==> src/rtl/seven_seg_pkg.sv <==
// Shared types and constants for the seven-segment scan controller.
// Holds the BCD nibble type, converter FSM states and digit-count helper.
package seven_seg_pkg;

  typedef logic [3:0] bcd_nib_t;

  typedef enum logic [1:0] {
    IDLE  = 2'd0,
    SHIFT = 2'd1,
    DONE  = 2'd2
  } b2b_state_e;

  // A nibble at or above this value would overflow past 9 when doubled.
  localparam bcd_nib_t ADD3_THRESH = 4'd5;

  // Decimal digits needed to show 2^width-1.
  function automatic int min_ndig(input int width);
    longint v;
    int     n;
    v = (longint'(1) << width) - 1;
    n = 1;
    for (int i = 0; i < 20; i++) begin
      if (v >= 10) begin
        v = v / 10;
        n = n + 1;
      end
    end
    return n;
  endfunction

endpackage

==> src/rtl/bin2bcd_seq.sv <==
// Sequential binary-to-BCD converter (shift-add-3, one bit per cycle).
// Ports: clock, reset (async high), valor_in, load -> busy, done, bcd_all.
module bin2bcd_seq
  import seven_seg_pkg::*;
#(
  parameter int WIDTH = 16,
  parameter int NDIG  = 5
) (
  input  logic                clock,
  input  logic                reset,
  input  logic [WIDTH-1:0]    valor_in,
  input  logic                load,
  output logic                busy,
  output logic                done,
  output logic [4*NDIG-1:0]   bcd_all
);

  localparam int BW = 4 * NDIG;
  localparam int CW = $clog2(WIDTH + 1);

  b2b_state_e        state_q, state_d;
  logic [WIDTH-1:0]  sh_q, sh_d;
  logic [BW-1:0]     bcd_q, bcd_d;
  logic [BW-1:0]     adj;
  logic [CW-1:0]     cnt_q, cnt_d;
  logic              done_q, done_d;
  logic [BW-1:0]     all_q, all_d;

  always_ff @(posedge clock or posedge reset) begin
    if (reset) begin
      state_q <= IDLE;
      sh_q    <= '0;
      bcd_q   <= '0;
      cnt_q   <= '0;
      done_q  <= 1'b0;
      all_q   <= '0;
    end else begin
      state_q <= state_d;
      sh_q    <= sh_d;
      bcd_q   <= bcd_d;
      cnt_q   <= cnt_d;
      done_q  <= done_d;
      all_q   <= all_d;
    end
  end

  always_comb begin
    state_d = state_q;
    sh_d    = sh_q;
    bcd_d   = bcd_q;
    cnt_d   = cnt_q;
    done_d  = 1'b0;
    all_d   = all_q;
    adj     = bcd_q;
    for (int i = 0; i < NDIG; i++) begin
      if (bcd_q[4*i +: 4] >= ADD3_THRESH) begin
        adj[4*i +: 4] = bcd_q[4*i +: 4] + 4'd3;
      end
    end
    unique case (state_q)
      IDLE: begin
        if (load) begin
          sh_d    = valor_in;
          bcd_d   = '0;
          cnt_d   = '0;
          state_d = SHIFT;
        end
      end
      SHIFT: begin
        {bcd_d, sh_d} = {adj, sh_q} << 1;
        cnt_d = cnt_q + CW'(1);
        if (cnt_q == CW'(WIDTH - 1)) begin
          state_d = DONE;
        end
      end
      DONE: begin
        // Whole-word update so the scan never sees a partial result.
        all_d   = bcd_q;
        done_d  = 1'b1;
        state_d = IDLE;
      end
      default: state_d = IDLE;
    endcase
  end

  assign busy    = (state_q == SHIFT);
  assign done    = done_q;
  assign bcd_all = all_q;

endmodule

==> src/rtl/seven_seg_scan_ctrl.sv <==
// Binary-to-BCD conversion plus time-multiplexed digit scan for sete_seg.
// Ports: clock, reset, valor_in, load -> busy, done, bcd_all,
// digit_code (to decoder), digit_sel (active-low one-hot enable).
// Option SEVEN_SEG_ZERO_BLANK_EN: blank leading zero digits.
module seven_seg_scan_ctrl
  import seven_seg_pkg::*;
#(
  parameter int WIDTH    = 16,
  parameter int NDIG     = 5,
  parameter int SCAN_DIV = 50000
) (
  input  logic                clock,
  input  logic                reset,
  input  logic [WIDTH-1:0]    valor_in,
  input  logic                load,
  output logic                busy,
  output logic                done,
  output logic [4*NDIG-1:0]   bcd_all,
  output logic [3:0]          digit_code,
  output logic [NDIG-1:0]     digit_sel
);

  localparam int PW = (SCAN_DIV > 1) ? $clog2(SCAN_DIV) : 1;
  localparam int IW = (NDIG > 1) ? $clog2(NDIG) : 1;

  if (NDIG < min_ndig(WIDTH)) begin : g_ndig_chk
    $error("NDIG too small for WIDTH");
  end

  logic [4*NDIG-1:0] bcd_w;

  bin2bcd_seq #(
    .WIDTH (WIDTH),
    .NDIG  (NDIG)
  ) u_b2b (
    .clock    (clock),
    .reset    (reset),
    .valor_in (valor_in),
    .load     (load),
    .busy     (busy),
    .done     (done),
    .bcd_all  (bcd_w)
  );

  logic [PW-1:0]   presc_q, presc_d;
  logic [IW-1:0]   idx_q, idx_d;
  logic [NDIG-1:0] sel_q, sel_d;
  bcd_nib_t        code_q, code_d;
`ifdef SEVEN_SEG_ZERO_BLANK_EN
  logic [IW-1:0]   msd;
`endif

  always_ff @(posedge clock or posedge reset) begin
    if (reset) begin
      presc_q <= '0;
      idx_q   <= '0;
      sel_q   <= ~NDIG'(1);
      code_q  <= '0;
    end else begin
      presc_q <= presc_d;
      idx_q   <= idx_d;
      sel_q   <= sel_d;
      code_q  <= code_d;
    end
  end

  // Select and code are both registered from the next index, so the
  // enable and the nibble it shows always change on the same edge.
  always_comb begin
    presc_d = presc_q + PW'(1);
    idx_d   = idx_q;
    if (presc_q == PW'(SCAN_DIV - 1)) begin
      presc_d = '0;
      idx_d   = (idx_q == IW'(NDIG - 1)) ? '0 : idx_q + IW'(1);
    end
    code_d = bcd_w[{idx_d, 2'b00} +: 4];
    sel_d  = ~(NDIG'(1) << idx_d);
`ifdef SEVEN_SEG_ZERO_BLANK_EN
    // Digit 0 is never above msd, so a zero value still shows "0".
    msd = '0;
    for (int i = 1; i < NDIG; i++) begin
      if (bcd_w[4*i +: 4] != 4'd0) begin
        msd = IW'(i);
      end
    end
    if (idx_d > msd) begin
      sel_d = '1;
    end
`endif
  end

  assign bcd_all    = bcd_w;
  assign digit_code = code_q;
  assign digit_sel  = sel_q;

endmodule
==> config.mk <==
export PLATFORM = sky130hd
export DESIGN_NAME = seven_seg_scan_ctrl
export DESIGN_NICKNAME = d
export VERILOG_FILES = /design/src/rtl/seven_seg_pkg.sv /design/src/rtl/bin2bcd_seq.sv /design/src/rtl/seven_seg_scan_ctrl.sv
export SDC_FILE = /design/constraint.sdc
export NUM_CORES = 1
export LEC_CHECK = 0
export CAP_MARGIN = 0
export CELL_PAD_IN_SITES_DETAIL_PLACEMENT = 0
export CELL_PAD_IN_SITES_GLOBAL_PLACEMENT = 1
export CORE_MARGIN = 5
export CORE_UTILIZATION = 40
export CTS_CLUSTER_DIAMETER = 200
export DETAILED_ROUTE_END_ITERATION = 16
export PLACE_DENSITY_LB_ADDON = 0.15
export SLEW_MARGIN = 20
export SYNTH_ARGS = -nofsm -noshare
export SYNTH_HDL_FRONTEND = slang
export SYNTH_SLANG_ARGS = --single-unit
==> constraint.sdc <==
create_clock -name clock -period 2.9 [get_ports clock]
set_clock_uncertainty 0.05 [all_clocks]
set_input_delay 0.58 -clock clock [delete_from_list [all_inputs] [get_ports clock]]
set_output_delay 0.58 -clock clock [all_outputs]
set_load 0.01 [all_outputs]
# Word-level counts from Yosys, hierarchy flattened
# Cells that the tools add are included.
# W data, S select, Z words.
# word_totals
reg_bits	92
latch_bits	0
ram_bits	0
rom_bits	0
output_inout_bits	31
wordCells	55
memories	0
# classes
n_addsub	8
n_mul	0
div	0
n_lt_le_gt_ge	5
n_eq_ne	7
shifts	2
n_mux	18
bitwise_logic	1
reduce_logical	4
# ops
op	n
$pmux W20 S2	1
$mux W16	2
$pmux W16 S2	1
$ge A4 B3 Y1 const B	5
$mux W20	1
$shiftx A20 B6 Y4	1
$add A16 B1 Y16 const B	1
$add A4 B2 Y4 const B	4
$eq A16 B16 Y1 const B	1
$mux W4	4
$pmux W5 S2	1
$mux W3	3
$add A5 B1 Y5 const B	1
$eq A5 B4 Y1 const B	1
$mux W5	1
$not A5 Y5	1
$shl A1 B3 Y5 const A	1
$mux W2	2
$pmux W2 S2	1
$reduce_and A2 Y1	2
$add A3 B1 Y3 const B	1
$add A3 B2 Y3 const B	1
$eq A3 B3 Y1 const B	1
$eq A2 B1 Y1 const B	1
6 further kinds	6

# Logic depth before layout (Yosys ltp)
# Gate-level depths: netlist of the first run.
# depth
depth_word	5
mapped_depth	9
mapped_depth_nobuf	8

# By module
# From an unflattened synthesis of the first run, not the netlist that was laid out.
# hier_totals
hier_cells	407
hier_area_um2	4393.0
# modules_own_cells
mod	n_inst	cells_each	area_per_inst_um2	seq_area_each_um2
bin2bcd_seq	1	278	3010.4	1601.5
seven_seg_scan_ctrl	1	129	1382.6	705.7

# Worst setup path after synthesis of the first run
# No wires, ideal clock.
# synth_timing
path_type	register to register
from	register presc_q[0]
to	register code_q[1], in the netlist digit_code[1]
arrival_ns	1.939
required_ns	2.726
path_slack_ns	0.787
path_stages_with_launch	10
n_path_buf	1
period_less_slack_ns	2.113
cell_sequence	dfrtp_1 -> ha_1 -> and3_1 -> and4_1 -> buf_6 -> mux2i_4 -> inv_6 -> mux2i_1 -> nor3_1 -> a211o_1
# synth_between
elab_chain_cells	3
# synth_rtl
item	line_no	source
start, declared	seven_seg_scan_ctrl.sv:45	logic [PW-1:0] presc_q, presc_d;
start signal, assigned	seven_seg_scan_ctrl.sv:60	presc_q <= presc_d;
$eq A16 B16 Y1	seven_seg_scan_ctrl.sv:72	if (presc_q == PW'(SCAN_DIV - 1)) begin
$mux W3	seven_seg_scan_ctrl.sv:72	
net idx_d[0]	seven_seg_scan_ctrl.sv:46	logic [IW-1:0] idx_q, idx_d;
$shiftx A20 B6 Y4	seven_seg_scan_ctrl.sv:76	code_d = bcd_w[{idx_d, 2'b00} +: 4];
net code_d[1]	seven_seg_scan_ctrl.sv:48	bcd_nib_t code_q, code_d;
end signal, assigned	seven_seg_scan_ctrl.sv:63	code_q <= code_d;
end, declared	seven_seg_scan_ctrl.sv:48	
# The timed path passes the listed nets, and every way through them passes these cells.
# A chain may end at the register's enable or synchronous reset.

# Worst setup path after layout of the first run
# layout_timing
from	register presc_q[12]
to	register code_q[2], in the netlist digit_code[2]
# layout_between
elab_chain_cells	3
# layout_rtl
item	line_no
$eq A16 B16 Y1	seven_seg_scan_ctrl.sv:72
$mux W3	seven_seg_scan_ctrl.sv:72
$shiftx A20 B6 Y4	seven_seg_scan_ctrl.sv:76
net code_d[2]	seven_seg_scan_ctrl.sv:48
# The timed path passes the listed nets, and every way through them passes these cells.

==> qor.yml, run 1 <==
sta:
  rsz0062_at_grt: "false"
  setup_tns_ns: 0
  period_needed_ns: 2.43
  fmax_mhz: 411
  slew_violations: 0
  finalSetupViolCount: 0
  timing_hold_violations_final: 0
  fin_crit_sh_pct: 83.9
  tightest_slew_ns: 0.627
  slew_headroom_pct: 58.1
worst_hold_path:
  holdPathEnd: "presc_q[0]$_DFF_PP0_"
  hold_class: "reg2reg"
  hold_depth: 1
  hp-start: "presc_q[0]$_DFF_PP0_"
synthesis:
  synth.top_cell.area_share_pct: 50.7
  synth_top_cells_by_area: "dfrtp_1 (51%), mux2_2 (5.2%), ha_1 (4.3%), o21ai_0 (3.5%), a21oi_1 (3.3%)"
  synthDistinctLibCells: 46
  ys_warn_count: 0
  seq_area_frac_synth_pct: 53.1
  syn_area_um2: 4340
  synthCells: 394
  yosysTopAreaCell: "dfrtp_1"
  avgSynthCellArea_um2: 11.0
  synth-seq-cells: 92
  synth_nets: 428
grt:
  antenna_found_initial: 0
  grt_max_degree: 28
  grt_pass1_wl_um: 15300
  overflow: 0
  grt_pass1_vias: 3093
  grt_use_total_pct: 14.9
placement:
  port_buffers: 49
  dp.final_hpwl_um: 6480
  place_congestion: 0.762
  numPlacedInstances: 578
critical_path:
  worstPathRequired_ns: 3.10
  cp-start-kind: "flip-flop"
  arrival_ns: 2.63
  rrSetupSlack_ns: 0.47
  ff2ff_path_depth: 6
  r2r_start: "presc_q[12]$_DFF_PP0_"
  crit_slowest_cell: "mux2i_4"
  cpLargestDelayFamily: "simple AND/OR/NAND/NOR gates"
  critical_path.cell_chain: "nor4bb_1 -> and4_1 -> mux2i_4 -> mux2i_1 -> nor3_1 -> a211o_1"
  cp_slowest_stage_delay_ns: 0.49
  worst-path-max-fanout: 7
  cp_num_buf_inv: 0
  reg2reg_to: "digit_code[2]$_DFF_PP0_"
  worstSetupPathType: "reg2reg"
  end_kind: "flip-flop"
clock_tree:
  cts_hold_buf: 0
  clkSlewWorstSetupHoldPaths_ns: 0.09
  clk-insertion-delay-late_ns: 0.36
  cts_tree: "done"
  cts_setup_buffers: 0
  clkSinkCount: 92
  h-tree-depth: 3
  cts.path.max_buffers: 2
  cts_made_buffers: 9
  cts-root-buf: "clkbuf_8"
  ctsResizeCount: 0
route:
  dr.pass1.iters: 4
  avgRoutedWirePerCell_um: 15.6
  vias: 3124
  wl_um: 9280
  drt_iter0_drc: 204
  ant_nets: 0
  drc: 0
  vias_per_cell: 5.26
die:
  rows: 38
  core_area_um2: 10700
  num_io_pins: 50
  initial_utilization_pct: 40.4
  dieArea_um2: 13000
  fp.dieH_um: 114
  die_width_um: 114
layout:
  nets: 483
  postLayoutCoreUtil_pct: 49.0
  final_cell_count_no_fill: 594
  syn2layout_area_growth_pct: 21.4
  seqCellArea_um2: 2310
  fill_cells: 1037
  drive_above_1_share_pct: 14.1
  diodes: 0
  multiInputGateArea_um2: 1880
power:
  p_clk_share_pct: 21.9
  switchingPower_uw: 1420
  intPower_uw: 2730
  combPwrFrac_pct: 33.0
  cellLeakagePower_uw: 0.00233
  sw_frac_of_total_pct: 34.3
  vdd_drop_max_uv: 343
  cellPowerDensity_nw_per_um2: 787
  pwr-share-seq_pct: 45.1
status:
  status: "completed"
job:
  cap_violations: 0
-- cells by family after synthesis --
family          after synthesis  synth area share, %
mux                          30                 7.87
xor+xnor                     22                 4.44
buf+inv                      37                 3.60
simple gates                 95                 11.8
flops                        92                 53.1
fa+ha+maj                    15                 4.32
compound gates              103                 14.8
-- per-stage QoR --
step | total power [uW] | setup slack [ns] | instance area [um2] | hold WS [ns]
after global routing | 4450 | 0.315 | 5270 | 0.456
after global placement | 3260 | 0.524 | 5060 | 0.411
final | 4150 | 0.467 | 5270 | 0.438
after CTS | 4220 | 0.438 | 5270 | 0.442
after detailed placement | 3280 | 0.448 | 5060 | 0.429
after floorplan | 2790 | 0.787 | 4350 | 0.395
-- state kept, by name, summed over array words and instances, names as in the netlist --
signal and cells:
u_b2b.bcd_all 20, u_b2b.bcd_q 20, presc_q 16, u_b2b.sh_q 16, digit_sel 5, u_b2b.cnt_q 5
digit_code 4, idx_q 3, u_b2b.state_q 2, u_b2b.done 1
-- placed cells by master (no fill, tap or decap), types with 2 or more instances in the layout --
master,netlist,routed
a21oi_1,29,29
buf_12,0,2
a211o_1,4,4
dfrtp_1,88,88
ha_1,15,15
nand3_1,9,9
clkbuf_8,0,12
clkdlybuf4s50_1,0,49
and3_1,3,3
clkinvlp_4,0,3
nand2b_1,7,7
xor2_1,9,9
nor2_1,20,20
mux2_2,20,20
nor2b_1,20,19
nand2_1,13,13
mux2i_1,8,8
and4_1,2,2
o32ai_1,3,3
nand4_1,2,2
o21ai_0,30,30
buf_4,1,11
xnor2_1,13,13
o22ai_1,7,7
a32o_1,5,5
nor3_1,10,10
nor4bb_1,2,2
dfstp_2,4,4
a22oi_1,15,15
inv_2,2,2
a22o_1,2,2
o31ai_1,5,5
inv_1,16,15
-- cell type report --
cell class	count	share of cell area, %
Clock inverter	3	0.855
Inverter	19	1.52
Timing Repair Buffer	62	11.6
Clock buffer	13	3.21
Sequential cell	92	43.8
Multi-Input combinational cell	265	35.7
Tap cell	140	3.32
-- synth_stat cells, drive strengths merged --
cell type / number
a21oi: 29
o21ai: 30
o31ai: 5
mux2i: 10
nor4b: 1
a22o: 3
or2: 1
inv: 19
a21o: 1
mux2: 20
and3: 3
xnor2: 13
nor3b: 1
a32o: 5
nor3: 10
nand2b: 7
nor2: 21
o22ai: 7
nor2b: 20
nand2: 13
a21boi: 1
nand4: 2
and4: 2
a211o: 4
o32ai: 3
and2: 2
nand3: 9
clkbuf: 14
dfstp: 4
xor2: 9
ha: 15
nor4bb: 2
or3: 1
a22oi: 15
buf: 4
dfrtp: 88
-- layer usage --
layer / GRT usage (%) / vias to the layer above / routed length, um
li1: - / 1504 / -
met1: 20.2 / 1567 / 4380
met2: 23.7 / 43 / 4430
met3: 3.17 / 10 / 346
met4: 4.99 / 0 / 113
met5: 0 / - / 0
-- worst reg2reg max path, cell delays in order (launching register included) --
cell	delay, ns
dfrtp_1	0.42
nor4bb_1	0.33
and4_1	0.43
mux2i_4	0.49
mux2i_1	0.27
nor3_1	0.06
a211o_1	0.27
-- power groups by stage --
stage	combinational (uW)	sequential (uW)	clock (uW)
floorplan	963	1830	0
global placement	1360	1900	0
detailed placement	1380	1900	0
CTS	1390	1880	951
global route	1530	1920	997
finish	1370	1870	908
-- how the worst max path moves through the flow --
stage                                startpoint                      end  cells after the start
final                     presc_q[12]$_DFF_PP0_  digit_code[2]$_DFF_PP0_                      6
after global routing       presc_q[4]$_DFF_PP0_  digit_code[0]$_DFF_PP0_                      6
after CTS                 presc_q[12]$_DFF_PP0_  digit_code[0]$_DFF_PP0_                      6
after detailed placement  presc_q[12]$_DFF_PP0_  digit_code[0]$_DFF_PP0_                      6
after global placement    presc_q[12]$_DFF_PP0_  digit_code[1]$_DFF_PP0_                      7
after floorplan            presc_q[0]$_DFF_PP0_  digit_code[1]$_DFF_PP0_                      9
Note: power is estimated with default switching activity, not from simulation.
==> run 2, diff against run 1 <==
==> constraint.sdc (replaced) <==
create_clock -name clock -period 2.2 [get_ports clock]
set_clock_uncertainty 0.05 [all_clocks]
set_input_delay 0.44 -clock clock [delete_from_list [all_inputs] [get_ports clock]]
set_output_delay 0.44 -clock clock [all_outputs]
set_load 0.01 [all_outputs]
==> run 2 against run 1 <==
- count of clock-buffer cells in the layout grew 1
- final cell count rose by 3.5%
- register-to-register slack lost 0.36 ns
- clock power is 9.9% higher
- first-iteration DRC count shrank 5.4%
- critical path type unchanged
- largest power group unchanged
- highest routed layer unchanged
==> qor.yml, run 2 (synthesis results as in run 1) <==
critical_path:
  end_kind: "flip-flop"
  rrSetupSlack_ns: 0.10
  worstSetupPathType: "reg2reg"
  worstPathRequired_ns: 2.40
  reg2reg_to: "digit_code[0]$_DFF_PP0_"
  path_depth: 8
  crit_slowest_cell: "dfrtp_1"
  crit_path_start: "presc_q[1]$_DFF_PP0_"
  critical_path.cell_chain: "ha_2 -> and3_4 -> and4_4 -> mux2i_4 -> buf_12 -> mux2i_2 -> nor3_1 -> a211o_1"
  worst-path-max-fanout: 6
  arrival_ns: 2.29
  r2r_start: "presc_q[1]$_DFF_PP0_"
  cp_num_buf_inv: 1
  cp_slowest_stage_delay_ns: 0.38
  cpLargestDelayFamily: "simple AND/OR/NAND/NOR gates"
  cp-start-kind: "flip-flop"
  ff2ff_path_depth: 8
die:
  initial_utilization_pct: 40.4
  rows: 38
  fp.dieH_um: 114
  die_width_um: 114
  core_area_um2: 10700
  dieArea_um2: 13000
  num_io_pins: 50
grt:
  top_usage_layer: "met2"
  grt_use_total_pct: 15.4
  grt_pass1_wl_um: 16100
  overflow: 0
  grt_max_degree: 75
  gr-usage-met3_pct: 2.96
  grt_pass1_vias: 3262
  use_met2_pct: 24.8
  antenna_found_initial: 0
  use_met1_pct: 21.3
sta:
  fin_crit_sh_pct: 95.3
  slew_violations: 0
  holdWs_ns: 0.302
  fmax_mhz: 477
  period_needed_ns: 2.10
  setup_tns_ns: 0
  tightest_slew_ns: 0.443
  timing_hold_violations_final: 0
  slew_headroom_pct: 70.2
  finalSetupViolCount: 0
clock_tree:
  clkSlewWorstSetupHoldPaths_ns: 0.09
  cts.path.max_buffers: 2
  cts_made_buffers: 9
  cts_hold_buf: 0
  h-tree-depth: 3
  clkSinkCount: 92
  clk-insertion-delay-late_ns: 0.35
  cts_tree: "done"
  cts-root-buf: "clkbuf_8"
power:
  finalPower_uw: 5300
  cellPowerDensity_nw_per_um2: 981
  cellLeakagePower_uw: 0.00243
  vdd_drop_max_uv: 376
route:
  vias_per_cell: 5.16
  vias: 3174
  drc: 0
  drt_iter0_drc: 193
  ant_nets: 0
  wl_um: 9640
  avgRoutedWirePerCell_um: 15.7
  dr.pass1.iters: 4
layout:
  mostFrequentLayoutCells: "dfrtp_1 (88), clkdlybuf4s50_1 (49), buf_4 (31)"
  syn2layout_area_growth_pct: 24.5
  finish.instance_area_um2: 5410
  final_common_cell: "dfrtp_1"
  nets: 504
  diodes: 0
  drive_above_1_share_pct: 18.1
  fill_cells: 1031
  postLayoutCoreUtil_pct: 50.3
status:
  status: "completed"
job:
  cap_violations: 0
placement:
  placed_area_um2: 5200
  port_buffers: 49
  place_congestion: 0.776
  dp.final_hpwl_um: 6640
worst_hold_path:
  hold_class: "in2async"
run 2: cell count changes in the layout (fill, tap and decap cells not counted), sizes merged:
cell,previous run,this run
buf,13,34
clkinv,0,2
clkinvlp,3,1
bufinv,1,0
clkbuf,13,14
run 2: worst max-delay path by stage:
stage	to	slack, ns
final	digit_code[0]$_DFF_PP0_	0.10
after global routing	digit_code[1]$_DFF_PP0_	-0.006
after detailed placement	digit_code[1]$_DFF_PP0_	0.003
after floorplan	digit_code[1]$_DFF_PP0_	0.09
after global placement	digit_code[0]$_DFF_PP0_	0.02
after CTS	digit_code[1]$_DFF_PP0_	0.005
run 2: where the power goes:
| part | total (uW) | switching (uW) | internal [uW] |
|---|---|---|---|
| Sequential | 2470 | 373 | 2090 |
| Combinational | 1840 | 944 | 893 |
| Clock | 998 | 556 | 441 |
| Total | 5300 | 1870 | 3430 |
run 2: cell type report:
class / instances / area [um2] / area share, %
Sequential cell: 92 / 2310 / 42.7
Multi-Input combinational cell: 265 / 1890 / 35.0
Timing Repair Buffer: 83 / 783 / 14.5
Tap cell: 140 / 175 / 3.24
Clock buffer: 14 / 153 / 2.82
Inverter: 19 / 82.6 / 1.53
Clock inverter: 2 / 10.0 / 0.185
run 2: layer usage:
| layer | wire length, um | part of all wire (%) |
|---|---|---|
| met1 | 4660 | 48 |
| met4 | 104 | 1.1 |
| met5 | 0 | 0 |
| met3 | 254 | 2.6 |
| met2 | 4620 | 48 |
run 2: what timing repair did:
item | 4_1_cts | 5_1_grt
endpoints found under the setup margin | 2 | 5
resized for setup | 1 | 5
setup buffers | 0 | 3
pin swaps | 0 | 1
cloned | 0 | 0
run 2: metrics by stage:
stage	instances	setup WS, ns
2_1_floorplan	394	0.0869
3_3_place_gp	596	0.0221
3_5_place_dp	596	0.00347
4_1_cts	612	0.00530
5_1_grt	615	-0.00643
6_report	615	0.104
==> run 3, diff against run 2 <==
--- a/config.mk
+++ b/config.mk
@@ -9,7 +9,7 @@
 export CELL_PAD_IN_SITES_DETAIL_PLACEMENT = 0
 export CELL_PAD_IN_SITES_GLOBAL_PLACEMENT = 1
 export CORE_MARGIN = 5
-export CORE_UTILIZATION = 40
+export CORE_UTILIZATION = 35
 export CTS_CLUSTER_DIAMETER = 200
 export DETAILED_ROUTE_END_ITERATION = 16
 export PLACE_DENSITY_LB_ADDON = 0.15
==> run 3 against run 2 <==
- maximum frequency decreased by 2.9%
- setup slack worse by 0.064 ns
- via count up 0.63%
- sequential power about the same
- cell area is 3.1% higher
- critical path type unchanged
==> qor.yml, run 3 (synthesis results as in run 1) <==
route:
  wl_met1_um: 4630
  vias: 3194
  top_layer: "met4"
  ant_nets: 0
  dr.pass1.iters: 4
  avgRoutedWirePerCell_um: 15.2
  wl_um: 9770
  drc: 0
  vias_per_cell: 4.98
  dr_wl_met2_um: 4720
  drt_iter0_drc: 144
  wl_met3_um: 321
status:
  status: "completed"
sta:
  rsz0062_at_grt: "true"
  fmax_mhz: 463
  slew_headroom_pct: 66.3
  holdWs_ns: 0.455
  slew_violations: 0
  finalSetupViolCount: 0
  fin_crit_sh_pct: 98.2
  timing_hold_violations_final: 0
  period_needed_ns: 2.16
  tightest_slew_ns: 0.505
critical_path:
  cp-start-kind: "flip-flop"
  cp_num_buf_inv: 1
  worstSetupPathType: "reg2reg"
  arrival_ns: 2.33
  end_kind: "flip-flop"
  cpLargestDelayFamily: "simple AND/OR/NAND/NOR gates"
  timing.critical_path.mode_cell: "mux2i_4"
  cp_slowest_stage_delay_ns: 0.37
  critical_path.cell_chain: "ha_2 -> and3_4 -> and4_4 -> mux2i_4 -> buf_12 -> mux2i_4 -> nor3_2 -> a211o_1"
  worstPathRequired_ns: 2.37
  crit_slowest_cell: "dfrtp_1"
  worst-path-max-fanout: 7
job:
  cap_violations: 0
power:
  pwr-share-seq_pct: 43.0
  cellLeakagePower_uw: 0.00247
  cellPowerDensity_nw_per_um2: 1030
  combPwrFrac_pct: 31.6
  p_clk_share_pct: 25.4
  finalPower_uw: 5740
  sw_frac_of_total_pct: 33.2
  intPower_uw: 3830
  vdd_drop_max_uv: 453
  switchingPower_uw: 1910
grt:
  grt_pass1_wl_um: 16200
  grt_pass1_vias: 3187
  grt_max_degree: 93
  grt_use_total_pct: 13.8
  overflow: 0
  antenna_found_initial: 0
placement:
  port_buffers: 49
  dp.final_hpwl_um: 6590
  placed_area_um2: 5220
  place_congestion: 0.779
layout:
  finish.instance_area_um2: 5570
  final_common_cell: "dfrtp_1"
  diodes: 0
  drive_above_1_share_pct: 18.4
  fill_cells: 1136
  nets: 502
  mostFrequentLayoutCells: "dfrtp_1 (88), clkdlybuf4s50_1 (49), o21ai_0 (30)"
  syn2layout_area_growth_pct: 28.4
die:
  dieArea_um2: 14700
  fp.dieH_um: 121
  die_width_um: 121
  initial_utilization_pct: 36.0
  num_io_pins: 50
  rows: 40
  core_area_um2: 12100
worst_hold_path:
  hold_class: "reg2reg"
clock_tree:
  cts.path.max_buffers: 2
  clk-insertion-delay-late_ns: 0.33
  cts_made_buffers: 9
  cts-root-buf: "clkbuf_16"
  h-tree-depth: 3
  cts_tree: "done"
  clkSlewWorstSetupHoldPaths_ns: 0.06
  clkSinkCount: 92
-- run 3: changes by cell type in the layout (fill, tap and decap cells not counted), sizes merged --
cell    before  now
clkbuf      14   15
buf         34   32
clkinv       2    1
-- run 3: power by group through the flow --
stage | Clock (uW) | Sequential, uW | Combinational (uW)
CTS | 1520 | 2470 | 1850
global route | 1590 | 2540 | 2050
finish | 1460 | 2470 | 1810
detailed placement | 0 | 2500 | 1840
global placement | 0 | 2500 | 1800
floorplan | 0 | 2410 | 1270
-- run 3: layout make-up --
| class | instances | area, um2 | area share (%) |
|---|---|---|---|
| clock buffers | 15 | 278 | 4.98 |
| well taps | 168 | 210 | 3.77 |
| inverters | 19 | 82.6 | 1.48 |
| flip-flops and latches | 92 | 2310 | 41.4 |
| clock inverters | 1 | 5.00 | 0.0898 |
| multi-input cells | 265 | 1920 | 34.5 |
| repair buffers | 81 | 768 | 13.8 |
-- run 3: final timing paths --
| path | from | endpoint | slack (ns) | depth (start not counted) |
|---|---|---|---|---|
| max | presc_q[1]$_DFF_PP0_ | digit_code[0]$_DFF_PP0_ | 0.04 | 8 |
| min | u_b2b.sh_q[0]$_DFFE_PP0P_ | u_b2b.sh_q[0]$_DFFE_PP0P_ | 0.45 | 2 |
| max reg2reg | presc_q[1]$_DFF_PP0_ | digit_code[0]$_DFF_PP0_ | 0.04 | 8 |
| min reg2reg | u_b2b.sh_q[0]$_DFFE_PP0P_ | u_b2b.sh_q[0]$_DFFE_PP0P_ | 0.45 | 2 |
| max in group asynchronous | reset | digit_sel[4]$_DFF_PP1_ | 1.17 | 3 |
| min in group asynchronous | reset | presc_q[8]$_DFF_PP0_ | 0.53 | 3 |
-- run 3: through the flow --
stage	setup TNS (ns)	util [%]	cells	worst slack (ns)
floorplan	0	-	394	0.0869
global placement	0	43.3	623	0.00650
detailed placement	-0.157	43.3	623	-0.0681
CTS	0	45.7	639	0.0166
global route	-0.112	46.2	641	-0.0472
finish	0	46.2	641	0.0402
-- run 3: worst reg2reg max path: cells and delay by family, from the launching register on --
kind	cells	cell delay, ns
multiplexers	2	0.49
flip-flops	1	0.37
AND/OR/NAND/NOR	3	0.51
buffers and inverters	1	0.16
adder cells (fa/ha/maj)	1	0.20
AO/OA/AOI/OAI	1	0.26
-- run 3: metal layers --
metal  vias up  global-route usage (%)
li1       1545                       -
met1      1606                    18.4
met2        36                    22.2
met3         7                    3.36
met4         0                    3.78
met5         -                       0
-- run 3: repair_timing --
item | CTS | global route
resized for setup | 3 | 7
setup buffers | 0 | 2
hold buffers | 0 | 0
pin swaps | 0 | 4
setup endpoints to repair | 4 | 4
